==> src/rtl/branch_predict_unit.sv <==
// Branch resolver and PC-indexed 2-bit direction predictor.
// Also keeps saturating branch and mispredict statistics.
module branch_predict_unit #(
    parameter int          XLEN        = 32,
    parameter int          BHT_ENTRIES = 64,
    parameter int          PC_LSB      = 2,
    parameter logic [1:0]  CTR_INIT    = 2'b01,
    parameter int          CNT_W       = 16
) (
    input  logic             clk,
    input  logic             rst_n,
    input  logic [XLEN-1:0]  pred_pc_i,
    output logic             pred_taken_o,
    input  logic             resolve_valid_i,
    input  logic [XLEN-1:0]  resolve_pc_i,
    input  logic [2:0]       funct3_i,
    input  logic [XLEN-1:0]  rs1_i,
    input  logic [XLEN-1:0]  rs2_i,
    input  logic             pred_taken_i,
    output logic [5:0]       cond_o,
    output logic             taken_o,
    output logic             mispredict_o,
    output logic             illegal_o,
    input  logic             stats_clr_i,
    output logic [CNT_W-1:0] branch_cnt_o,
    output logic [CNT_W-1:0] mispred_cnt_o
);

    localparam int IDX_W = $clog2(BHT_ENTRIES);

    logic [1:0]       bht [BHT_ENTRIES];
    logic [IDX_W-1:0] pred_idx;
    logic [IDX_W-1:0] res_idx;
    logic             eq;
    logic             lt;
    logic             ltu;
    logic             legal;

    // Upper PC bits only alias into the table; fold them away here.
    logic unused_pc_bits;
    assign unused_pc_bits = ^{pred_pc_i, resolve_pc_i};

    assign pred_idx     = pred_pc_i[PC_LSB +: IDX_W];
    assign res_idx      = resolve_pc_i[PC_LSB +: IDX_W];
    assign pred_taken_o = bht[pred_idx][1];

    assign eq  = (rs1_i == rs2_i);
    assign lt  = ($signed(rs1_i) < $signed(rs2_i));
    assign ltu = (rs1_i < rs2_i);

    // Decode funct3 into the per-condition result vector.
    always_comb begin
        cond_o    = '0;
        illegal_o = 1'b0;
        if (resolve_valid_i) begin
            unique case (funct3_i)
                3'b000:  cond_o[0] = eq;
                3'b001:  cond_o[1] = ~eq;
                3'b100:  cond_o[2] = lt;
                3'b101:  cond_o[3] = ~lt;
                3'b110:  cond_o[4] = ltu;
                3'b111:  cond_o[5] = ~ltu;
                default: illegal_o = 1'b1;
            endcase
        end
    end

    assign taken_o      = |cond_o;
    assign legal        = resolve_valid_i & ~illegal_o;
    assign mispredict_o = legal & (taken_o != pred_taken_i);

    // Train the resolving branch's saturating counter.
    always_ff @(posedge clk or negedge rst_n) begin
        if (!rst_n) begin
            for (int i = 0; i < BHT_ENTRIES; i++) begin
                bht[i] <= CTR_INIT;
            end
        end else if (legal) begin
            if (taken_o) begin
                if (bht[res_idx] != 2'b11) begin
                    bht[res_idx] <= bht[res_idx] + 2'd1;
                end
            end else begin
                if (bht[res_idx] != 2'b00) begin
                    bht[res_idx] <= bht[res_idx] - 2'd1;
                end
            end
        end
    end

    // Saturating statistics; clear wins over a same-cycle increment.
    always_ff @(posedge clk or negedge rst_n) begin
        if (!rst_n) begin
            branch_cnt_o  <= '0;
            mispred_cnt_o <= '0;
        end else if (stats_clr_i) begin
            branch_cnt_o  <= '0;
            mispred_cnt_o <= '0;
        end else begin
            if (legal && (branch_cnt_o != '1)) begin
                branch_cnt_o <= branch_cnt_o + CNT_W'(1);
            end
            if (mispredict_o && (mispred_cnt_o != '1)) begin
                mispred_cnt_o <= mispred_cnt_o + CNT_W'(1);
            end
        end
    end

endmodule

==> config.mk <==
export PLATFORM = sky130hd
export DESIGN_NAME = branch_predict_unit
export DESIGN_NICKNAME = d
export VERILOG_FILES = /design/src/rtl/branch_predict_unit.sv
export SDC_FILE = /design/constraint.sdc
export NUM_CORES = 1
export LEC_CHECK = 0
export BUFFER_PORTS_ARGS = -buffer_cell sky130_fd_sc_hd__buf_2
export CAP_MARGIN = 40
export CORE_UTILIZATION = 58
export CTS_BUF_LIST = sky130_fd_sc_hd__clkbuf_16
export DETAILED_ROUTE_END_ITERATION = 10
export GPL_ROUTABILITY_DRIVEN = 0
export PLACE_DENSITY = 0.89
export REMOVE_ABC_BUFFERS = 1
export SLEW_MARGIN = 10
export SYNTH_ARGS = -nofsm -noshare
export SYNTH_HDL_FRONTEND = slang
export SYNTH_SLANG_ARGS = --single-unit
==> constraint.sdc <==
create_clock -name clk -period 4.4 [get_ports clk]
set_input_delay 0.22 -clock clk [delete_from_list [all_inputs] [get_ports clk]]
set_output_delay 0.22 -clock clk [all_outputs]
set_load 0.03 [all_outputs]
=== Word-level counts from Yosys, hierarchy flattened ===
Index checks and enable logic that the tools add are counted.

* Bits in registers: 160
* Input port bits: 136

* Reduce and logical (&&, ||, !) cells: 11
* Bitwise operators: 8
* Equality and inequality tests: 11
* Add/sub/neg operators: 4
* Muxes and demuxes: 26
* Magnitude comparators: 5

{| class="wikitable"
|+ Operators by type and width
! operator !! count
|-
| $mux 128 || 3
|-
| $bwmux 128 || 2
|-
| $lt 32x32->1 || 2
|-
| $mux 16 || 4
|-
| $add 16x1->16 const B || 2
|-
| $eq 32x32->1 || 1
|-
| $ne 16x16->1 const B || 2
|-
| $bmux 2 s6 || 2
|-
| $ge 7x7->1 const B || 2
|-
| $not 6->7 || 2
|-
| $demux 2 s6 || 1
|-
| $eq 3x3->1 const B || 4
|-
| $reduce_or 6->1 || 2
|-
| $mux 2 || 5
|-
| $mux 1 || 8
|-
| $reduce_bool 2->1 || 4
|-
| $lt 7x1->1 const B || 1
|-
| $mux 6 || 1
|-
| $not 1->1 || 4
|-
| $eq 3x1->1 const B || 1
|-
| $logic_and 1x1->1 || 3
|-
| $logic_not 3->1 || 1
|-
| $reduce_and 3->1 || 1
|-
| $add 2x1->2 const B || 1
|-
| 5 further kinds || 6
|}

=== Longest topological paths before layout ===
* Word-level depth: 10
* Depth in mapped cells: 22
* Mapped depth without buffers: 15

=== Least setup slack after synthesis ===
OpenSTA, ideal clock, no wires.

* Path type: in2reg
* From: input resolve_pc_i[2]
* To: register (tool-made name)
* Required time: 4.318 ns
* Library setup time: 0.082 ns
* Setup slack: 0.458 ns
* Cell stages on the path: 20
* Arrival: 3.859 ns
* Cells stage by stage: buf_2 > clkbuf_1 > nand3b_1 > o22ai_1 > o41ai_1 > o211a_1 > o21ai_0 > a211o_1 > buf_2 > buf_2 > inv_1 > ha_1 > nand3_1 > or4_2 > nand3_1 > buf_4 > buf_4 > buf_4 > nor3_2 > mux2_4

{| class="wikitable"
|+ RTL lines
! element !! line !! RTL
|-
| from (decl) || 15 || <nowiki>input logic [XLEN-1:0] resolve_pc_i,</nowiki>
|}

==> parameters.txt <==
Parameter                              Value

Run status
  Run status    finished clean

Floorplan
  Horizontal extent of the die    about 140 um
  Die Y    about 140 um
  Initial Utilization    59.3%
  Total die area    20500 um2
  Number of placed I/O pins    178
  Cell Rows    51
  Placeable core area    about 19000 um2

Timing
  Max Transition Viols Final    0
  Setup repair after global routing missed its margin    false
  Final critical path time including I/O delays and setup    4070 ps
  Worst hold slack after final layout    197 ps
  Worst relative slew slack    between 30 and 40%
  Period Utilization, post-route    92.6%
  FMAX    0.245 GHz
  Transition at the pin with the smallest max-transition slack    894 ps
  Final Hold Fails    0
  Setup-failing EPs final    0
  Worst clock skew    roughly 13 ps
  Final sum of negative setup slack    0 ps

Synthesis
  Warnings, synthesis    0
  Count of cell types in the netlist    approximately 70
  EDFF count, synth    0
  Register bit count reported by yosys    160
  Synthesized area divided by synthesized cell count    9.56 um2
  Netlist area before placement    11500 um2
  Portion of the post-synthesis area used by sequential elements    between 30% and 40%
  Synthesized netlist cell count    1207
  Ys async rst share    100%
  Primary FF master, synth    sky130_fd_sc_hd__dfrtp_1

Placed design
  HPWL after detailed placement    around 23000 um
  Post-placement cell count    1550
  Standard cell area after detailed placement    between 10000 and 15000 um2
  IO Port Bufs    125

Setup path
  Dominant cell type by count on the critical path    sky130_fd_sc_hd__buf_4
  Sort of element at the start of the critical path    input pin
  Category of cells accounting for the largest share of critical-path delay    buffers and inverters
  Crit end category    register
  Required time of the critical path    approximately 4800 ps
  CP max stage cell    sky130_fd_sc_hd__or3b_2
  Largest stage delay, worst path    670 ps
  Crit Path Class    in -> reg
  Critical path, cell by cell    buf_2, or3b_2, o22a_1, o221ai_1, nor4_1, buf_4, a311o_1, nand2_1, a211o_2, buf_4, ha_2, inv_1, a311oi_4, buf_12, nor3_2, mux2_4
  Peak fanout along the critical path    65
  Arrival time worst endpoint    4440 ps
  Bufs and invs on worst path    5

Power
  Worst IR Drop VDD    0.000255 V
  Internal Power    roughly 3000 uW
  Clock network power share    between 30 and 40%
  Share of total power consumed by net switching    approximately a third
  Leak    0.00549 uW
  Power density normalized to cell area    roughly 330 nW/um2
  Share of power burned in registers    40.9%
  Net switching power figure    about 1400 uW
  Fraction of power consumed by combinational cells    23.7%

Drt
  Routed via count    10800
  Initial DRC count    1190
  Routed via count divided by cell count    6.85
  DRT antenna net count    0
  Final WL    34300 um
  Average detailed-routed wire length per instance    21.7 um
  DRC viols    0
  Number of detailed-route iterations in the first pass    7

Global route
  Initial antenna violation count    2
  Via count of the first global-routing pass    11100
  Largest net degree at the start of global routing    76
  Wire length of the first global-routing pass    55600 um
  Overall overflow remaining after global route    0
  GRT Resource Usage Total    35.0%

Finish
  Number of diodes added for antenna fixing    0
  Nets@finish    1477
  Count of placed standard cells in the final layout, fillers left out    1583
  Final core occ    67.4%
  Final-layout fill cell count    1428
  Most common cell after layout, fill and taps aside    sky130_fd_sc_hd__buf_2
  Share of cells above drive strength 1    34.2%
  Final Instance Area    between 10000 and 15000 um2
  Area Overhead vs Synth    13.7%
  Leading cell types in the layout, fill and taps excluded    sky130_fd_sc_hd__buf_2 (129), sky130_fd_sc_hd__nor2_1 (116), sky130_fd_sc_hd__dfrtp_1 (96), sky130_fd_sc_hd__nand2_1 (93), sky130_fd_sc_hd__a21oi_1 (82)

Clocking
  Number of levels in the clock H-tree    4
  Maximum number of buffers from clock root to sink    2
  Post-CTS repair timing setup buffer count    0
  CTS clock-pin slew for the worst setup and hold paths    70 ps
  TritonCTS clock tree    yes
  Clock Tree Root    sky130_fd_sc_hd__clkbuf_16
  Worst-skew pair later-pin latency    450 ps
  Number of sinks handled by clock tree synthesis    between 150 and 200
  Number of buffers inserted during clock tree synthesis    17

Job
  Max cap viols    0

Min path
  HP Class    in -> async
## power by group through the flow
| stage | Sequential (uW) | Clock, uW | Combinational [uW] |
|---|---|---|---|
| floorplan | 1760 | 0 | 618 |
| global placement | 1780 | 0 | 957 |
| detailed placement | 1790 | 0 | 997 |
| CTS | 1770 | 1540 | 1010 |
| global route | 1790 | 1610 | 1100 |
| finish | 1780 | 1540 | 1030 |
## layout make-up
type / instances / area (um2) / share of cell area, %
clock buffer: 17 / 425 / 3.24
clock inverter: 15 / 171 / 1.31
inverter: 41 / 154 / 1.17
multi-input combinational: 908 / 6850 / 52.2
sequential: 160 / 4080 / 31.1
tap: 265 / 332 / 2.53
timing repair buffer: 177 / 1110 / 8.44
## metrics by stage
stage | worst slack [ps] | power [uW]
final | 325 | 4350
after CTS | 457 | 4320
after detailed placement | 16.7 | 2790
after global placement | 96.3 | 2740
after global routing | 239 | 4500
after floorplan | -2650 | 2380
## what timing repair did
action	in CTS	in global routing
hold buffers	1	0
resized for setup	0	0
hold endpoints to repair	25	0
## cells in the mapped netlist (4+ instances only)
master                     count  area share [%]
sky130_fd_sc_hd__nand3_1      31             1.3
sky130_fd_sc_hd__nor2_1      116             3.8
sky130_fd_sc_hd__and3_1       17            0.92
sky130_fd_sc_hd__nor4_1        7            0.38
sky130_fd_sc_hd__nor3_1       23             1.0
sky130_fd_sc_hd__nand2_1      93             3.0
sky130_fd_sc_hd__nand3b_1      4            0.26
sky130_fd_sc_hd__nand2b_1      6            0.33
sky130_fd_sc_hd__a211oi_1      4            0.26
sky130_fd_sc_hd__nor2b_1      17            0.92
sky130_fd_sc_hd__xor2_1        8            0.61
sky130_fd_sc_hd__a221oi_1      8            0.61
sky130_fd_sc_hd__ha_1         36             3.9
sky130_fd_sc_hd__and2_1        6            0.33
sky130_fd_sc_hd__buf_1         9            0.29
sky130_fd_sc_hd__a22o_1        6            0.46
sky130_fd_sc_hd__mux2_4       60             7.8
sky130_fd_sc_hd__mux2_2       20             2.0
sky130_fd_sc_hd__a21oi_1      82             3.6
sky130_fd_sc_hd__buf_2        12            0.52
sky130_fd_sc_hd__a22oi_1      19             1.2
sky130_fd_sc_hd__a31oi_1       4            0.22
sky130_fd_sc_hd__xnor2_1       8            0.61
sky130_fd_sc_hd__mux2i_1      18             1.6
sky130_fd_sc_hd__nand4_1      24             1.3
sky130_fd_sc_hd__dfrtp_1      96              21
sky130_fd_sc_hd__and4_1        5            0.38
sky130_fd_sc_hd__o21ai_0      73             3.2
sky130_fd_sc_hd__buf_6        11             1.1
sky130_fd_sc_hd__mux4_2       21             4.1
sky130_fd_sc_hd__o22ai_1      24             1.3
sky130_fd_sc_hd__clkbuf_1     62             2.0
sky130_fd_sc_hd__inv_1        40             1.3
sky130_fd_sc_hd__buf_4         4            0.26
sky130_fd_sc_hd__o221ai_1     67             5.1
sky130_fd_sc_hd__dfstp_2      64              15
sky130_fd_sc_hd__nor3_2       61             5.3
## worst paths after layout
check                           cells past startpoint  slack (ps)       startpoint                    endpoint
worst max-delay path                               16         330  resolve_pc_i[2]                    register
worst min-delay path                                2         200            rst_n                     bht[79]
worst max register to register                     12         580         register                    bht[127]
worst min register to register                      2         570           bht[5]                      bht[5]
max in group asynchronous                           3        3420            rst_n  asynchronous set/reset pin
min in group clk                                    2         370      stats_clr_i             branch_cnt_o[9]
## kinds of logic (layout without fill, tap and decap cells)
family / count (synthesis) / in the layout / share of synthesized area, %
AOI/OAI and AO/OA: 309 / 309 / 17.9
xor gates and xnor gates: 16 / 16 / 1.21
adders and majority gates: 36 / 36 / 3.90
buffers and inverters: 139 / 250 / 5.50
DFF: 160 / 160 / 35.4
muxes: 119 / 119 / 15.4
and+or+nand+nor: 428 / 428 / 20.7
## per-layer routing
| layer | vias up | track usage [%] | share of wire, % |
|---|---|---|---|
| met5 | - | 0 | 0.029 |
| met3 | 190 | 10.8 | 12 |
| li1 | 4710 | - | - |
| met1 | 5130 | 42.8 | 37 |
| met2 | 812 | 54.9 | 46 |
| met4 | 2 | 19.9 | 5.2 |
Note: power is estimated with default switching activity, not from simulation.
